## config.mk

```make
export PLATFORM = sky130hd
export DESIGN_NAME = conv_stream_par
export DESIGN_NICKNAME = d
export VERILOG_FILES = /design/src/rtl/conv_pkg.sv /design/src/rtl/conv_load_ctrl.sv /design/src/rtl/conv_stream_par.sv
export SDC_FILE = /design/constraint.sdc
export NUM_CORES = 2
export LEC_CHECK = 0
export CORE_MARGIN = 10
export CORE_UTILIZATION = 48
export CTS_BUF_LIST = sky130_fd_sc_hd__clkbuf_4 sky130_fd_sc_hd__clkbuf_8 sky130_fd_sc_hd__clkbuf_16
export DETAILED_ROUTE_END_ITERATION = 7
export RECOVER_POWER = 50
export REMOVE_ABC_BUFFERS = 1
export SYNTH_ARGS = -nofsm -noshare
export SYNTH_HDL_FRONTEND = slang
export SYNTH_SLANG_ARGS = --single-unit
```

## constraint.sdc

```tcl
create_clock -name clk -period 37.2 [get_ports clk]
set_input_delay 11.16 -clock clk [delete_from_list [all_inputs] [get_ports clk]]
set_output_delay 11.16 -clock clk [all_outputs]
set_load 0.05 [all_outputs]
```

## src/rtl/conv_pkg.sv

```systemverilog
// Shared types and width helpers for the streaming parallel-lane convolution block.
package conv_pkg;

  typedef enum logic [1:0] {
    ST_LOAD    = 2'd0,
    ST_COMPUTE = 2'd1,
    ST_OUTPUT  = 2'd2
  } conv_state_t;

  // Accumulator width that cannot overflow for f_size signed products.
  function automatic int acc_w(input int x_w, input int f_w, input int f_size);
    return x_w + f_w + $clog2(f_size);
  endfunction

  function automatic int addr_w(input int depth);
    return (depth <= 1) ? 1 : $clog2(depth);
  endfunction

endpackage

```

## src/rtl/conv_load_ctrl.sv

```systemverilog
// Per-stream load controller: write counter, full flag and ready for one memory.
module conv_load_ctrl
  import conv_pkg::*;
#(
  parameter int DEPTH = 8,
  parameter int AW    = addr_w(DEPTH)
) (
  input  logic          clk,
  input  logic          reset,
  input  logic          i_en,
  input  logic          i_valid,
  input  logic          i_clear,
  output logic          o_ready,
  output logic          o_we,
  output logic          o_full,
  output logic [AW-1:0] o_addr
);

  logic [AW-1:0] r_cnt;
  logic          r_full;

  assign o_ready = i_en & ~r_full;
  assign o_we    = o_ready & i_valid;
  assign o_full  = r_full;
  assign o_addr  = r_cnt;

  always_ff @(posedge clk) begin
    if (reset || i_clear) begin
      r_cnt  <= '0;
      r_full <= 1'b0;
    end else if (o_we) begin
      if (r_cnt == AW'(DEPTH - 1)) begin
        r_cnt  <= '0;
        r_full <= 1'b1;
      end else begin
        r_cnt <= r_cnt + AW'(1);
      end
    end
  end

endmodule

```

## src/rtl/conv_stream_par.sv

```systemverilog
// Streaming 1-D valid convolution: loads X and F into register memories, then
// computes each output over F_SIZE/LANES cycles and streams it out with a handshake.
module conv_stream_par
  import conv_pkg::*;
#(
  parameter int X_W     = 8,
  parameter int F_W     = 8,
  parameter int X_SIZE  = 128,
  parameter int F_SIZE  = 32,
  parameter int LANES   = 4,
  parameter int OUT_W   = 21,
  parameter int RELU_EN = 0
) (
  input  logic             clk,
  input  logic             reset,
  input  logic             s_valid_x,
  output logic             s_ready_x,
  input  logic [X_W-1:0]   s_data_x,
  input  logic             s_valid_f,
  output logic             s_ready_f,
  input  logic [F_W-1:0]   s_data_f,
  input  logic             keep_f,
  output logic             m_valid_y,
  input  logic             m_ready_y,
  output logic [OUT_W-1:0] m_data_y,
  output logic             busy
);

  localparam int ACC_W = acc_w(X_W, F_W, F_SIZE);
  localparam int PW    = X_W + F_W;
  localparam int STEPS = F_SIZE / LANES;
  localparam int NOUT  = X_SIZE - F_SIZE + 1;
  localparam int XAW   = addr_w(X_SIZE);
  localparam int FAW   = addr_w(F_SIZE);
  localparam int SW    = addr_w(STEPS);
  localparam int NW    = addr_w(NOUT);
  localparam int EW    = ((ACC_W > OUT_W) ? ACC_W : OUT_W) + 1;
  localparam logic signed [EW-1:0] OMAX = {{(EW - OUT_W + 1){1'b0}}, {(OUT_W - 1){1'b1}}};
  localparam logic signed [EW-1:0] OMIN = {{(EW - OUT_W + 1){1'b1}}, {(OUT_W - 1){1'b0}}};

  generate
    if (F_SIZE % LANES != 0) begin : g_bad_lanes
      $error("conv_stream_par: LANES must divide F_SIZE");
    end
    if (F_SIZE > X_SIZE) begin : g_bad_size
      $error("conv_stream_par: F_SIZE must not exceed X_SIZE");
    end
  endgenerate

  conv_state_t r_state, w_state_nxt;

  logic           w_in_load, w_we_x, w_we_f, w_full_x, w_full_f;
  logic           w_clr_x, w_clr_f, w_last_step, w_last_out;
  logic [XAW-1:0] w_waddr_x;
  logic [FAW-1:0] w_waddr_f;

  logic [X_W-1:0] r_xmem [X_SIZE];
  logic [F_W-1:0] r_fmem [F_SIZE];

  logic [NW-1:0]           r_n;
  logic [SW-1:0]           r_step;
  logic signed [ACC_W-1:0] r_acc, w_part, w_sum;
  logic signed [PW-1:0]    w_prod [LANES];
  logic signed [EW-1:0]    w_ext;
  logic [OUT_W-1:0]        w_sat, r_y;

  assign w_in_load = (r_state == ST_LOAD);

  conv_load_ctrl #(.DEPTH(X_SIZE), .AW(XAW)) u_load_x (
    .clk     (clk),
    .reset   (reset),
    .i_en    (w_in_load),
    .i_valid (s_valid_x),
    .i_clear (w_clr_x),
    .o_ready (s_ready_x),
    .o_we    (w_we_x),
    .o_full  (w_full_x),
    .o_addr  (w_waddr_x)
  );

  conv_load_ctrl #(.DEPTH(F_SIZE), .AW(FAW)) u_load_f (
    .clk     (clk),
    .reset   (reset),
    .i_en    (w_in_load),
    .i_valid (s_valid_f),
    .i_clear (w_clr_f),
    .o_ready (s_ready_f),
    .o_we    (w_we_f),
    .o_full  (w_full_f),
    .o_addr  (w_waddr_f)
  );

  always_ff @(posedge clk) begin
    if (w_we_x) r_xmem[w_waddr_x] <= s_data_x;
    if (w_we_f) r_fmem[w_waddr_f] <= s_data_f;
  end

  // Lane l of step s reads x[n + s*LANES + l] and f[s*LANES + l].
  always_comb begin
    w_part = '0;
    for (int unsigned lane = 0; lane < LANES; lane++) begin
      w_prod[lane] = $signed(r_xmem[XAW'(32'(r_n) + 32'(r_step) * LANES + lane)]) *
                     $signed(r_fmem[FAW'(32'(r_step) * LANES + lane)]);
      w_part = w_part + ACC_W'(w_prod[lane]);
    end
  end

  assign w_sum = (r_step == '0) ? w_part : r_acc + w_part;

  always_comb begin
    w_ext = EW'(w_sum);
    if (RELU_EN != 0 && w_ext[EW-1]) w_sat = '0;
    else if (w_ext > OMAX)           w_sat = OMAX[OUT_W-1:0];
    else if (w_ext < OMIN)           w_sat = OMIN[OUT_W-1:0];
    else                             w_sat = w_ext[OUT_W-1:0];
  end

  assign w_last_step = (r_step == SW'(STEPS - 1));
  assign w_last_out  = (r_n == NW'(NOUT - 1));

  always_ff @(posedge clk) begin
    if (reset) r_state <= ST_LOAD;
    else       r_state <= w_state_nxt;
  end

  always_comb begin
    w_state_nxt = r_state;
    w_clr_x     = 1'b0;
    w_clr_f     = 1'b0;
    case (r_state)
      ST_LOAD:    if (w_full_x && w_full_f) w_state_nxt = ST_COMPUTE;
      ST_COMPUTE: if (w_last_step) w_state_nxt = ST_OUTPUT;
      ST_OUTPUT: begin
        if (m_ready_y) begin
          if (w_last_out) begin
            w_state_nxt = ST_LOAD;
            w_clr_x     = 1'b1;
            w_clr_f     = ~keep_f;
          end else begin
            w_state_nxt = ST_COMPUTE;
          end
        end
      end
      default:    w_state_nxt = ST_LOAD;
    endcase
  end

  always_ff @(posedge clk) begin
    if (reset) begin
      r_n    <= '0;
      r_step <= '0;
      r_acc  <= '0;
      r_y    <= '0;
    end else begin
      case (r_state)
        ST_COMPUTE: begin
          r_acc <= w_sum;
          if (w_last_step) begin
            r_step <= '0;
            r_y    <= w_sat;
          end else begin
            r_step <= r_step + SW'(1);
          end
        end
        ST_OUTPUT: begin
          if (m_ready_y) r_n <= w_last_out ? '0 : r_n + NW'(1);
        end
        default: ;
      endcase
    end
  end

  assign m_valid_y = (r_state == ST_OUTPUT);
  assign m_data_y  = r_y;
  assign busy      = (r_state != ST_LOAD);

endmodule

```

---- Word-level counts from Yosys, hierarchy flattened ----
Memory sizes are Yosys's and may differ from the RTL's. A register that Yosys moved wholly into a read port is not among the register bits.
Index checks and enable logic that the tools add are counted.
storage, ports and cells
  logic and storage cells ................. 83
  memory bits (writable) .................. 1280
  output and inout port bits .............. 25
  register bits after elaboration ......... 68
  memories ................................ 2
  bits of input ports ..................... 22
operators by class
  multipliers ............................. 4
  $lt $le $gt $ge ......................... 2
  $add $sub $neg .......................... 15
  bitwise logic cells ..................... 7
  equality and inequality tests ........... 9
  mux-type cells .......................... 24
  reduce and logical (&&, ||, !) cells .... 11
memory list
  name    words  bits a word  rd ports  clocked after memory_dff  write ports  line                   source
  r_xmem  128    8            4         0                         1            conv_stream_par.sv:57  logic [X_W-1:0] r_xmem [X_SIZE];
  r_fmem  32     8            4         1                         1            conv_stream_par.sv:58  logic [F_W-1:0] r_fmem [F_SIZE];
operator list
  operator                                             number
  multiplier 8 x 8 -> 16 bit                           4
  two-way mux 21 bit                                   3
  adder 21 x 19 -> 21 bit                              1
  adder 7 x 1 -> 7 bit (second input constant)         3
  > comparator 21 bit (second input constant)          1
  less-than comparator 21 bit (second input constant)  1
  adder 18 x 16 -> 19 bit                              1
  adder 17 x 16 -> 18 bit                              1
  adder 16 x 16 -> 17 bit                              1
  two-way mux 5 bit                                    3
  adder 7 x 2 -> 7 bit (second input constant)         2
  == test 7 bit (second input constant)                2
  two-way mux 7 bit                                    2
  two-way mux 1 bit                                    11
  adder 5 x 1 -> 5 bit (second input constant)         2
  adder 5 x 2 -> 5 bit (second input constant)         2
  AND reduction 2 bit                                  4
  adder 7 x 5 -> 7 bit                                 1
  two-way mux 2 bit                                    3
  case mux 2 bit (3 select lines)                      1
  == test 5 bit (second input constant)                1
  AND 1 bit                                            4
  inequality test 2 bit (second input constant)        2
  adder 3 x 1 -> 3 bit (second input constant)         1
  12 further kinds                                     15

---- Longest topological paths before layout ----
An unclocked memory read counts as a cell.
  depth after elaboration ................. 12
  gate-level depth with buffers ........... 50
  gate-level depth less buffers ........... 41

---- Cells and area by module ----
A second synthesis with hierarchy kept.
second synthesis, totals
  cells, all modules ...................... 5229
  area, all modules ....................... 89617.2 µm²
by module, submodules not included
  module                     times used  cells each  area each (µm²)  sequential area each (µm²)
  conv_stream_par            1           5149        88916.5          39578.0
  conv_load_ctrl (u_load_x)  1           46          404.1            160.2
  conv_load_ctrl (u_load_f)  1           34          296.5            120.1

---- Worst setup path after synthesis ----
No wires, ideal clock.
  path kind ............................... input -> register
  from .................................... in s_valid_x
  to ...................................... mem r_xmem[126][0] (enable)
  stages on the path ...................... 6
  path buffers ............................ 2
  required time ........................... 36829 ps
  data arrival time ....................... 12564 ps
  setup slack ............................. 24266 ps
  library setup time ...................... 371 ps
  cells stage by stage .................... and2_1 > clkbuf_1 > nor2b_1 > nand3_1 > clkbuf_1 > nor2_1
on the way
  cells in the longest elaborated chain, start to end .. 3
RTL lines
  element                                  line                   source
  from (decl)                              conv_stream_par.sv:16  input logic s_valid_x,
  AND 1 bit                                conv_load_ctrl.sv:23   assign o_we = o_ready & i_valid;
  two-way mux 1 bit                        conv_stream_par.sv:94  if (w_we_x) r_xmem[w_waddr_x] <= s_data_x;
  two-way mux 1 bit (implied by the code)  conv_stream_par.sv:94
  to (decl)                                conv_stream_par.sv:57
No other way between the ends.

---- Worst setup path in the final report ----
  from .................................... in s_data_x[0]
  to ...................................... mem r_xmem[113][0] (data pin)
RTL lines
  element      line                   source
  from (decl)  conv_stream_par.sv:18  input logic [X_W-1:0] s_data_x,
Straight into the memory's write port.

==> report_table.html <==
<table>
<tr><th>Metric</th><th>Value</th></tr>
<tr><th colspan="2">Timing</th></tr>
<tr><td>Maximum clock rate</td><td>0.0600 GHz</td></tr>
<tr><td>Max_slew headroom</td><td>-1.92</td></tr>
<tr><td>RSZ-0062 raised after global routing</td><td>no</td></tr>
<tr><td>Minimum clock period</td><td>16,660 ps</td></tr>
<tr><td>Post-Route Hold Slack</td><td>451 ps</td></tr>
<tr><td>Transition time of the tightest slew-check pin</td><td>4380 ps</td></tr>
<tr><td>Part of the cycle the worst path needs</td><td>0.448</td></tr>
<tr><td>Number of setup violations in the final report</td><td>0</td></tr>
<tr><td>Hold Fails Final Rpt</td><td>0</td></tr>
<tr><td>PnR worst setup slack</td><td>20,540 ps</td></tr>
<tr><td>Clock Skew</td><td>54.2 ps</td></tr>
<tr><td>Max Slew Vio Count</td><td>1,221</td></tr>
<tr><th colspan="2">Synthesis</th></tr>
<tr><td>Cell count after synthesis</td><td>5,218</td></tr>
<tr><td>Share of async-settable or async-resettable flops after synthesis</td><td>0</td></tr>
<tr><td>Count of different cell masters after synthesis</td><td>67</td></tr>
<tr><td>Largest area contributor in the netlist</td><td>sky130_fd_sc_hd__edfxtp_1</td></tr>
<tr><td>Cell types occupying the most area after synthesis</td><td>sky130_fd_sc_hd__edfxtp_1 (43%), sky130_fd_sc_hd__mux4_2 (34%), sky130_fd_sc_hd__fa_1 (7.4%)</td></tr>
<tr><td>Post-synthesis register bit count</td><td>1,351</td></tr>
<tr><td>Fraction of post-synthesis cell area in the top cell type by area</td><td>0.428</td></tr>
<tr><td>Most frequent cell after synthesis</td><td>sky130_fd_sc_hd__mux4_2</td></tr>
<tr><td>Share of synthesized area occupied by flip-flops and latches</td><td>0.444</td></tr>
<tr><td>Cell area after synthesis</td><td>89,800 um2</td></tr>
<tr><td>Number of synthesized flops with an enable pin</td><td>1,280</td></tr>
<tr><td>Warnings from Yosys</td><td>0</td></tr>
<tr><td>Leading post-synthesis cells by instance count</td><td>sky130_fd_sc_hd__mux4_2 (1,344), sky130_fd_sc_hd__edfxtp_1 (1,280), sky130_fd_sc_hd__inv_1 (398)</td></tr>
<tr><td>Avg Inst Size Synth</td><td>17.2 um2</td></tr>
<tr><td>Primary FF master, synth</td><td>sky130_fd_sc_hd__edfxtp_1</td></tr>
<tr><th colspan="2">Run</th></tr>
<tr><td>Maximum capacitance violations</td><td>22</td></tr>
<tr><th colspan="2">Worst setup path</th></tr>
<tr><td>CP bufs+invs</td><td>2</td></tr>
<tr><td>CP most frequent cell</td><td>sky130_fd_sc_hd__clkbuf_1</td></tr>
<tr><td>Critical path peak fanout</td><td>76</td></tr>
<tr><td>Kind of start point of the critical path</td><td>primary input</td></tr>
<tr><td>Slowest stage delay, CP</td><td>2900 ps</td></tr>
<tr><td>Type of the worst setup path</td><td>in2reg</td></tr>
<tr><td>Cell-by-cell trace of the critical path</td><td>clkbuf_1 -&gt; clkbuf_1</td></tr>
<tr><td>Slowest cell on the critical path</td><td>sky130_fd_sc_hd__clkbuf_1</td></tr>
<tr><td>Data required time of the critical path</td><td>37,310 ps</td></tr>
<tr><td>Critical path origin</td><td>s_data_x[0]</td></tr>
<tr><td>Critical path's top delay family</td><td>buffers and inverters</td></tr>
<tr><td>Source of the worst register-to-register timing path</td><td>r_n[1]$_SDFFE_PP0P_</td></tr>
<tr><td>Endpoint class of the critical path</td><td>register</td></tr>
<tr><td>Critical path data arrival time</td><td>16,770 ps</td></tr>
<tr><th colspan="2">CTS</th></tr>
<tr><td>Buffer depth of the longest clock path</td><td>3</td></tr>
<tr><td>Clock transition at path regs</td><td>60 ps</td></tr>
<tr><td>Post-CTS Repair Setup Buffers</td><td>0</td></tr>
<tr><td>Number of buffers added to fix hold violations after cts</td><td>0</td></tr>
<tr><td>CTS buffer count</td><td>153</td></tr>
<tr><td>CTS H-tree lvls</td><td>4</td></tr>
<tr><td>CTS tree</td><td>done</td></tr>
<tr><td>Clk Tree Root Cell</td><td>sky130_fd_sc_hd__clkbuf_16</td></tr>
<tr><td>Skew-Pair Late Insertion Delay</td><td>840 ps</td></tr>
<tr><td>Post-CTS sizing</td><td>0</td></tr>
<tr><td>Count of clock tree sinks</td><td>1,351</td></tr>
<tr><th colspan="2">Route</th></tr>
<tr><td>WL final</td><td>286,000 um</td></tr>
<tr><td>Wire per inst</td><td>36.8 um</td></tr>
<tr><td>Count of nets left with antenna violations after detail routing</td><td>0</td></tr>
<tr><td>Post-DR vias/cell</td><td>7.20</td></tr>
<tr><td>Count of vias placed by the detailed router</td><td>55,900</td></tr>
<tr><td>DR DRC count</td><td>0</td></tr>
<tr><td>First-pass detailed-route iteration total</td><td>6</td></tr>
<tr><td>Initial drt markers</td><td>7,944</td></tr>
<tr><th colspan="2">GRT</th></tr>
<tr><td>Via count of the first global-routing pass</td><td>55,800</td></tr>
<tr><td>GRT Resource Usage Total</td><td>0.278</td></tr>
<tr><td>Wire length of the first global-routing pass</td><td>413,000 um</td></tr>
<tr><td>Number of antenna violations at the first check in global routing</td><td>5</td></tr>
<tr><td>Maximum number of pins on one net before global-route repair</td><td>149</td></tr>
<tr><td>GR Overflow Total</td><td>0</td></tr>
<tr><th colspan="2">Die</th></tr>
<tr><td>Chip Height</td><td>452 um</td></tr>
<tr><td>Std cell rows</td><td>158</td></tr>
<tr><td>Area of the core</td><td>186,000 um2</td></tr>
<tr><td>I/O pins</td><td>47</td></tr>
<tr><td>Die width</td><td>452 um</td></tr>
<tr><td>Starting density of the core</td><td>0.483</td></tr>
<tr><td>Die area</td><td>205,000 um2</td></tr>
<tr><th colspan="2">Outcome</th></tr>
<tr><td>Violations in the final reports</td><td>capacitance limit, slew limit</td></tr>
<tr><td>Run status</td><td>finished, violations left</td></tr>
<tr><th colspan="2">Finish</th></tr>
<tr><td>Nets@finish</td><td>5,643</td></tr>
<tr><td>Filler cells</td><td>14,700</td></tr>
<tr><td>Area growth, synth to finish</td><td>9.05%</td></tr>
<tr><td>Fraction of final layout cells sized beyond drive strength 1</td><td>0.355</td></tr>
<tr><td>Number of standard cells in the final layout excluding fillers</td><td>7,768</td></tr>
<tr><td>Util after Layout</td><td>0.527</td></tr>
<tr><th colspan="2">Power</th></tr>
<tr><td>Reported leakage power</td><td>30.4 nW</td></tr>
<tr><td>Power density over the cells</td><td>80.6 nW/um2</td></tr>
<tr><td>Post-route total power</td><td>7.89 mW</td></tr>
<tr><td>Maximum VDD drop</td><td>349 uV</td></tr>
<tr><th colspan="2">Place</th></tr>
<tr><td>Number of cells in the design after placement</td><td>7,482</td></tr>
<tr><td>Dpl hpwl</td><td>196,000 um</td></tr>
<tr><td>Port Buffer Count</td><td>46</td></tr>
<tr><td>Worst slack at placement</td><td>22,680 ps</td></tr>
<tr><td>Routability cong.</td><td>0.948</td></tr>
<tr><th colspan="2">Hold path</th></tr>
<tr><td>Hold path start</td><td>m_data_y[14]$_SDFFE_PP0P_</td></tr>
<tr><td>Worst min-delay path category</td><td>reg2reg</td></tr>
</table>
[tightest hold or removal path, stage by stage, from the launching register on]
cell	delay [ps]
sky130_fd_sc_hd__dfxtp_1	300
sky130_fd_sc_hd__nand2_1	50
sky130_fd_sc_hd__a21oi_1	50
[registers in the layout, indices dropped and copies added, names as in the netlist, 2 cells and up, named ones only]
signal / flops
r_n: 7
r_acc: 21
r_state: 2
r_xmem: 1024
m_data_y: 21
u_load_f.o_addr: 5
r_step: 3
r_fmem: 256
u_load_x.o_addr: 7
[cell type report]
cell class                 instances  area (um2)  area share
multi-input combinational       3087       46800       0.478
sequential                      1351       39900       0.407
clock buffer                     166        3940      0.0403
tap                             2480        3100      0.0317
inverter                         407        1530      0.0156
clock inverter                   117        1390      0.0142
timing repair buffer             157        1280      0.0131
antenna                            3        7.51   0.0000767
[logic make-up after synthesis]
family                   synth area share
multiplexers                        0.355
AND/OR/NAND/NOR                    0.0297
buffers and inverters              0.0376
XOR/XNOR                          0.00680
flip-flops                          0.444
adder cells (fa/ha/maj)            0.0923
AO/OA/AOI/OAI                      0.0347
[worst paths after layout]
path	to	slack [ps]	cells past startpoint
worst min-delay path	m_data_y[14]$_SDFFE_PP0P_	450	2
worst min register to register	m_data_y[14]$_SDFFE_PP0P_	450	2
worst max-delay path	r_xmem[113][0]$_DFFE_PP_	20540	2
worst max register to register	r_acc[19]$_SDFFE_PP0P_	22670	33
[per-layer routing]
metal / global-route usage / vias to the layer above / part of all wire
met5: 0 / - / 0.00014
met4: 0.124 / 4 / 0.054
met3: 0.0777 / 656 / 0.11
met2: 0.430 / 4053 / 0.47
met1: 0.369 / 29800 / 0.37
li1: - / 21400 / -
[metrics by stage]
stage          instance area, um2  TNS, ps
4_1_cts                     98000        0
5_1_grt                     97900        0
6_report                    97900        0
3_5_place_dp                92700        0
3_3_place_gp                92600        0
2_1_floorplan               87900  -976410
[cells in the final DEF (no fill, tap or decap), types with 42 or more instances in the layout]
master                         n
sky130_fd_sc_hd__nand2_1     190
sky130_fd_sc_hd__o22a_1       53
sky130_fd_sc_hd__mux2i_1      57
sky130_fd_sc_hd__mux4_2     1344
sky130_fd_sc_hd__inv_1       398
sky130_fd_sc_hd__ha_1        131
sky130_fd_sc_hd__dfxtp_1      67
sky130_fd_sc_hd__mux2_2       83
sky130_fd_sc_hd__clkbuf_16   154
sky130_fd_sc_hd__nor2_1      280
sky130_fd_sc_hd__nor2b_1      42
sky130_fd_sc_hd__o22ai_1     122
sky130_fd_sc_hd__buf_4        81
sky130_fd_sc_hd__fa_1        329
sky130_fd_sc_hd__edfxtp_1   1280
sky130_fd_sc_hd__a21oi_1      56
sky130_fd_sc_hd__o21ai_0      45
sky130_fd_sc_hd__a211oi_1     44
[report_power, final]
group	total [mW]	leakage [nW]	switching, mW	internal (mW)
registers	1.67	12.1	0.00262	1.67
clock network	1.61	2.59	0.680	0.927
logic	4.61	15.8	2.75	1.86
total	7.89	30.4	3.43	4.46
Power figures use the tool's default switching activity.
